File: config.mk
export PLATFORM = sky130hd
export DESIGN_NAME = cxl_wr_arbiter
export DESIGN_NICKNAME = d
export VERILOG_FILES = /design/src/rtl/cxl_wr_arbiter_pkg.sv /design/src/rtl/cxl_wr_arbiter_rr_arbiter.sv /design/src/rtl/cxl_wr_arbiter.sv
export SDC_FILE = /design/constraint.sdc
export NUM_CORES = 1
export LEC_CHECK = 0
export ABC_AREA = 1
export CORE_MARGIN = 5
export CORE_UTILIZATION = 23
export CTS_BUF_LIST = sky130_fd_sc_hd__clkbuf_8 sky130_fd_sc_hd__clkbuf_16
export CTS_CLUSTER_SIZE = 28
export DETAILED_ROUTE_END_ITERATION = 10
export PLACE_DENSITY = 0.82
export SYNTH_ARGS = -nofsm -noshare
export SYNTH_HDL_FRONTEND = slang
export SYNTH_SLANG_ARGS = --single-unit
File: constraint.sdc
create_clock -name clk -period 1.99 [get_ports clk]
set_input_delay 0.398 -clock clk [delete_from_list [all_inputs] [get_ports clk]]
set_output_delay 0.398 -clock clk [all_outputs]
set_load 0.01 [all_outputs]
File: src/rtl/cxl_wr_arbiter_pkg.sv
// Shared definitions for the CXL write-port arbiter: default AXI widths,
// FSM state encoding and a constant-width helper.
`ifndef AXI_ADDR_WIDTH
`define AXI_ADDR_WIDTH 32
`endif
`ifndef AXI_DATA_WIDTH
`define AXI_DATA_WIDTH 32
`endif
`ifndef AXI_ID_WIDTH
`define AXI_ID_WIDTH 4
`endif

package cxl_wr_arbiter_pkg;

  typedef enum logic [0:0] {
    S_IDLE = 1'b0,
    S_SEND = 1'b1
  } arb_state_e;

  function automatic int clog2_f(input int value);
    int w;
    w = 0;
    while ((32'sd1 << w) < value) begin
      w = w + 1;
    end
    return w;
  endfunction

endpackage

File: src/rtl/cxl_wr_arbiter_rr_arbiter.sv
// Combinational round-robin picker: first requester at or after rr_ptr,
// wrapping around NUM_REQ.
module rr_arbiter
  import cxl_wr_arbiter_pkg::*;
#(
  parameter  int NUM_REQ = 2,
  localparam int IDX_W   = clog2_f(NUM_REQ)
) (
  input  logic [NUM_REQ-1:0] req,
  input  logic [IDX_W-1:0]   rr_ptr,
  output logic [IDX_W-1:0]   grant_idx,
  output logic               any_req
);

  logic [IDX_W-1:0] cand_s;

  // Scan from the farthest offset down so the closest eligible index wins.
  always_comb begin
    grant_idx = '0;
    any_req   = 1'b0;
    cand_s    = '0;
    for (int i = NUM_REQ - 1; i >= 0; i--) begin
      cand_s    = IDX_W'((int'(rr_ptr) + i) % NUM_REQ);
      grant_idx = req[cand_s] ? cand_s : grant_idx;
      any_req   = any_req | req[cand_s];
    end
  end

endmodule

File: src/rtl/cxl_wr_arbiter.sv
// Shares one single-beat AW/W/B write port among NUM_REQ requesters with
// round-robin grant, id tagging, B routing by bid and an outstanding-write cap.
module cxl_wr_arbiter
  import cxl_wr_arbiter_pkg::*;
#(
  parameter int NUM_REQ         = 2,
  parameter int ADDR_WIDTH      = `AXI_ADDR_WIDTH,
  parameter int DATA_WIDTH      = `AXI_DATA_WIDTH,
  parameter int ID_WIDTH        = `AXI_ID_WIDTH,
  parameter int MAX_OUTSTANDING = 4
) (
  input  logic                         clk,
  input  logic                         rst,
  input  logic [NUM_REQ*ADDR_WIDTH-1:0] req_awaddr_i,
  input  logic [NUM_REQ-1:0]           req_awvalid_i,
  output logic [NUM_REQ-1:0]           req_awready_o,
  input  logic [NUM_REQ*DATA_WIDTH-1:0] req_wdata_i,
  input  logic [NUM_REQ-1:0]           req_wvalid_i,
  output logic [NUM_REQ-1:0]           req_wready_o,
  output logic [NUM_REQ-1:0]           req_bvalid_o,
  input  logic [NUM_REQ-1:0]           req_bready_i,
  output logic [ID_WIDTH-1:0]          m_awid_o,
  output logic [ADDR_WIDTH-1:0]        m_awaddr_o,
  output logic                         m_awvalid_o,
  input  logic                         m_awready_i,
  output logic [ID_WIDTH-1:0]          m_wid_o,
  output logic [DATA_WIDTH-1:0]        m_wdata_o,
  output logic                         m_wvalid_o,
  input  logic                         m_wready_i,
  input  logic [ID_WIDTH-1:0]          m_bid_i,
  input  logic                         m_bvalid_i,
  output logic                         m_bready_o,
  output logic                         err_o
);

  localparam int IDX_W = clog2_f(NUM_REQ);
  localparam int CNT_W = clog2_f(MAX_OUTSTANDING + 1);
  localparam logic [CNT_W-1:0] CNT_MAX  = CNT_W'(MAX_OUTSTANDING);
  localparam logic [IDX_W-1:0] LAST_IDX = IDX_W'(NUM_REQ - 1);

  arb_state_e       state_r, state_nx_s;
  logic [IDX_W-1:0] grant_r, grant_nx_s, rr_ptr_r, rr_ptr_nx_s, pick_s, bid_idx_s;
  logic             aw_done_r, aw_done_nx_s, w_done_r, w_done_nx_s;
  logic [CNT_W-1:0] out_cnt_r;
  logic             err_r;
  logic [NUM_REQ-1:0] elig_s;
  logic             any_req_s, aw_hs_s, w_hs_s, send_done_s;
  logic             bid_ok_s, b_hs_s, cnt_dec_s, b_err_s;

  assign elig_s = req_awvalid_i & req_wvalid_i;

  rr_arbiter #(.NUM_REQ(NUM_REQ)) u_rr (
    .req       (elig_s),
    .rr_ptr    (rr_ptr_r),
    .grant_idx (pick_s),
    .any_req   (any_req_s)
  );

  assign m_awaddr_o = req_awaddr_i[int'(grant_r) * ADDR_WIDTH +: ADDR_WIDTH];
  assign m_wdata_o  = req_wdata_i[int'(grant_r) * DATA_WIDTH +: DATA_WIDTH];
  assign m_awid_o   = ID_WIDTH'(grant_r);
  assign m_wid_o    = ID_WIDTH'(grant_r);

  // Downstream valids and the granted requester's readys exist only in S_SEND.
  always_comb begin
    m_awvalid_o   = 1'b0;
    m_wvalid_o    = 1'b0;
    req_awready_o = '0;
    req_wready_o  = '0;
    if (state_r == S_SEND) begin
      m_awvalid_o            = !aw_done_r;
      m_wvalid_o             = !w_done_r;
      req_awready_o[grant_r] = m_awready_i & !aw_done_r;
      req_wready_o[grant_r]  = m_wready_i & !w_done_r;
    end else begin
      m_awvalid_o = 1'b0;
      m_wvalid_o  = 1'b0;
    end
  end

  assign aw_hs_s     = m_awvalid_o & m_awready_i;
  assign w_hs_s      = m_wvalid_o & m_wready_i;
  assign send_done_s = (state_r == S_SEND) & (aw_done_r | aw_hs_s) & (w_done_r | w_hs_s);

  assign bid_ok_s  = ({1'b0, m_bid_i} < (ID_WIDTH + 1)'(NUM_REQ));
  assign bid_idx_s = m_bid_i[IDX_W-1:0];

  // Route B by bid; unknown ids are swallowed so the downstream never stalls.
  always_comb begin
    req_bvalid_o = '0;
    m_bready_o   = 1'b0;
    if (rst) begin
      req_bvalid_o = '0;
      m_bready_o   = 1'b0;
    end else if (bid_ok_s) begin
      req_bvalid_o[bid_idx_s] = m_bvalid_i;
      m_bready_o              = req_bready_i[bid_idx_s];
    end else begin
      m_bready_o = 1'b1;
    end
  end

  assign b_hs_s    = m_bvalid_i & m_bready_o;
  assign cnt_dec_s = b_hs_s & bid_ok_s & (out_cnt_r != '0);
  assign b_err_s   = b_hs_s & (!bid_ok_s | (out_cnt_r == '0));

  // Next-state: arbitrate in S_IDLE, hold grant until both beats are accepted.
  always_comb begin
    state_nx_s   = state_r;
    grant_nx_s   = grant_r;
    rr_ptr_nx_s  = rr_ptr_r;
    aw_done_nx_s = aw_done_r;
    w_done_nx_s  = w_done_r;
    case (state_r)
      S_IDLE: begin
        if (any_req_s && (out_cnt_r < CNT_MAX)) begin
          state_nx_s   = S_SEND;
          grant_nx_s   = pick_s;
          aw_done_nx_s = 1'b0;
          w_done_nx_s  = 1'b0;
        end else begin
          state_nx_s = S_IDLE;
        end
      end
      S_SEND: begin
        aw_done_nx_s = aw_done_r | aw_hs_s;
        w_done_nx_s  = w_done_r | w_hs_s;
        if (send_done_s) begin
          state_nx_s  = S_IDLE;
          rr_ptr_nx_s = (grant_r == LAST_IDX) ? '0 : grant_r + IDX_W'(1);
        end else begin
          state_nx_s = S_SEND;
        end
      end
      default: state_nx_s = S_IDLE;
    endcase
  end

  // FSM and arbitration state registers.
  always_ff @(posedge clk or posedge rst) begin
    if (rst) begin
      state_r   <= S_IDLE;
      grant_r   <= '0;
      rr_ptr_r  <= '0;
      aw_done_r <= 1'b0;
      w_done_r  <= 1'b0;
    end else begin
      state_r   <= state_nx_s;
      grant_r   <= grant_nx_s;
      rr_ptr_r  <= rr_ptr_nx_s;
      aw_done_r <= aw_done_nx_s;
      w_done_r  <= w_done_nx_s;
    end
  end

  // Outstanding-write counter; simultaneous issue and retire cancel out.
  always_ff @(posedge clk or posedge rst) begin
    if (rst) begin
      out_cnt_r <= '0;
    end else if (send_done_s && !cnt_dec_s) begin
      out_cnt_r <= out_cnt_r + CNT_W'(1);
    end else if (cnt_dec_s && !send_done_s) begin
      out_cnt_r <= out_cnt_r - CNT_W'(1);
    end else begin
      out_cnt_r <= out_cnt_r;
    end
  end

  // Sticky error for stray or unexpected B responses.
  always_ff @(posedge clk or posedge rst) begin
    if (rst) begin
      err_r <= 1'b0;
    end else if (b_err_s) begin
      err_r <= 1'b1;
    end else begin
      err_r <= err_r;
    end
  end

  assign err_o = err_r;

endmodule

==> run_results.csv <==
group,metric,value,unit
run_status,run_status,"finished clean",
synthesis,seq_area_frac_synth,15.68,%
hold_path,hold_class,"flip-flop to flip-flop",
global_routing,overflow,0,
synthesis,syn_inst,294,
hold_path,whs_path_depth,2,
global_routing,top_usage_layer,"met2",
synthesis,synthMuxAreaShare,0,%
final_layout,layout_commonest_cell,"nand2_1",
synthesis,synth_top_family_by_area,"simple AND/OR/NAND/NOR gates",
timing,rsz0062_at_grt,"yes",
global_routing,grt_pass1_wl,11.55,mm
synthesis,synthSimpleGateAreaFrac,61.67,%
place,pre_cts_ws,-0.3803,ns
global_routing,groute.layer.met2.usage,37.38,%
critical_path,crit_path_start_kind,"input port",
clock_network,htreeDepth,1,
drt,drc,0,
global_routing,use_met3,5.161,%
critical_path,cp.required,2.11,ns
clock_network,clock_path_buffers,2,
critical_path,r2r_slack,0.27,ns
flow_run,cap_viol_max_count,0,
global_routing,grt_max_degree,45,
final_layout,areaGrowthSynthToFinish,161.7,%
critical_path,reg2reg_to,"out_cnt_r[2]",
timing,fin_skew,0.0003300,ns
synthesis,async_flop_share,100.0,%
synthesis,synth_top_area_cell,"nand2_1",
clock_network,clk_latency,0.23,ns
global_routing,gr-usage-all-layers,18.73,%
floorplanning,initial_core_util,23.98,%
final_layout,layout_common_cells,"nand2_1 (210), clkdlybuf4s50_1 (143), dlygate4sd2_1 (67)",
timing,finalWorstSetupSlack,0.03545,ns
synthesis,syn_area_per_cell,4.886,µm²
synthesis,synth_xor_area_share,1.220,%
timing,period_needed,1.955,ns
hold_path,holdPathEnd,"err_o",
timing,maxSlewViolCount,0,
final_layout,fillerInstances,551,
floorplanning,die_x,89.03,µm
synthesis,ys_ff_latch,9,
critical_path,path_class,"input port to flip-flop",
clock_network,cts_buffers,3,
final_layout,final_layout_size_suffix_gt1_share,6.202,%
power,power_density,733.5,nW/µm²
place,dpl.hpwl,6.972,mm
critical_path,endpoint_kind,"flip-flop",
drt,ant_nets,0,
synthesis,synthFlopType,"dfrtp_1",
final_layout,multi_input_area,1025,µm²
global_routing,use_met1,19.12,%
floorplanning,core_area,5991,µm²
final_layout,post-route-util,62.74,%
synthesis,synth_edf_count,0,
clock_network,tritoncts,"built",
power,max-vdd-ir-drop,0.4201,mV
synthesis,synth-adder-area-share,2.265,%
final_layout,antenna_cells,0,
global_routing,grt_antenna_before_repair,0,
synthesis,ys.warnings.count,0,
clock_network,hold_buffers,0,
power,p_leak,0.002045,µW
hold_path,min_from,"err_o",
timing,setup_tns,0,ns
critical_path,crit_path_max_fanout,3,
drt,vias,2530,
floorplanning,die_height,89.03,µm
drt,drt-initial-drc-count,75,
place,postPlaceCellArea,3632,µm²
synthesis,synth_area_leaders,"nand2_1 (56%), dfrtp_1 (16%), buf_4 (6.3%), inv_1 (3.9%), nor2_1 (3.7%)",
place,gp_congestion,0.7702,
drt,firstDrtPassIters,4,
drt,routedWlPerCell,14.39,µm
final_layout,nets,662,
final_layout,seq_area,226.5,µm²
timing,setup_viol,0,
timing,final-hold-violation-count,0,
timing,final.period_utilization,98.22,%
critical_path,r2r.worst_path.cells,9,
clock_network,numClockSinks,9,
critical_path,rr_startpoint,"out_cnt_r[0]",
synthesis,synth_top_area_share,55.66,%
floorplanning,die-area,7925,µm²
place,port_buffers,218,
drt,avgViaCountPerCell,4.281,
synthesis,syn_area,1436,µm²
critical_path,crit_arrival,2.07,ns
final_layout,fin_area,3759,µm²
clock_network,cts-root-buf,"clkbuf_8",
drt,wirelength,8.504,mm
clock_network,clkTransAtPathRegs,0.04,ns
synthesis,synth_cell_types,18,
synthesis,synth_compound_gate_area_share,2.875,%
timing,fmax,511.6,MHz
power,finalPower,2757,µW
floorplanning,io_pins,225,
floorplanning,row_count,28,
global_routing,grt_pass1_vias,2356,
-- logic make-up (layout without fill, tap and decap cells) --
| family | after synthesis | count (layout) |
|---|---|---|
| AND/OR/NAND/NOR | 233 | 233 |
| other | 1 | 6 |
| buffers and inverters | 39 | 256 |
| AO/OA/AOI/OAI | 8 | 8 |
| XOR/XNOR | 2 | 2 |
| flip-flops | 9 | 9 |
| adder cells (fa/ha/maj) | 2 | 2 |
-- worst max path at each step --
stage / cells after the start / end / startpoint / slack [ns]
finish: 9 / out_cnt_r[2] / m_wready_i / 0.04
global route: 9 / out_cnt_r[2] / m_wready_i / -0.04
CTS: 5 / m_awaddr_o[21] / grant_r / -0.05
detailed placement: 12 / out_cnt_r[2] / m_bid_i[2] / -0.38
global placement: 12 / out_cnt_r[2] / m_bid_i[3] / -0.27
floorplan: 11 / out_cnt_r[2] / m_bid_i[2] / 0.21
-- synth_stat cells, types with 2 or more instances --
master	count
dfrtp_1	9
xnor2_1	2
nand3_1	3
nand2_1	213
a21oi_1	2
inv_1	15
buf_2	7
nor2_1	14
buf_4	12
o21ai_0	5
buf_6	4
nor4_1	2
-- critical path, stage by stage --
cell and delay [ns]:
clkdlybuf4s50_1 0.50, o21ai_1 0.09, nor2_1 0.19, ha_2 0.22, inv_2 0.05, fa_2 0.35
nand2_2 0.08, nand3_2 0.07, xnor2_1 0.13
-- power breakdown --
group          switching [µW]  internal, µW  total, µW
Combinational            1130          1080       2210
Sequential               71.9           267        338
Clock                    74.3           134        209
Total                    1270          1490       2760
-- per-layer routing --
metal	share of wire, %	up-vias
met2	54	117
met3	11	17
met1	34	1096
met5	0	-
li1	-	1300
met4	2.2	0
-- flip-flops by register name, indices dropped and copies added, names as in the netlist --
| name | flops |
|---|---|
| state_r | 1 |
| out_cnt_r | 3 |
| rr_ptr_r | 1 |
| err_o | 1 |
| w_done_r | 1 |
| grant_r | 1 |
| aw_done_r | 1 |
-- per-stage QoR --
step,std cells,hold WS [ns]
2_1_floorplan,299,0.2259
3_5_place_dp,575,0.4657
5_1_grt,591,0.5073
4_1_cts,590,0.4783
3_3_place_gp,575,0.4496
6_report,591,0.4781
-- area by class of cell --
class	count	area share [%]
multi-input cells	251	27.26
repair buffers	236	61.35
clock buffers	3	1.099
well taps	75	2.497
inverters	16	1.664
flip-flops and latches	9	6.025
clock inverters	1	0.09987
-- timing repair --
item                       4_1_cts  5_1_grt
gates cloned                     1        0
setup buffers                   10        1
pin swaps                        6        5
setup endpoints to repair       72       10
resized for setup               78       13
No activity file was read; power rests on OpenSTA's default activity.
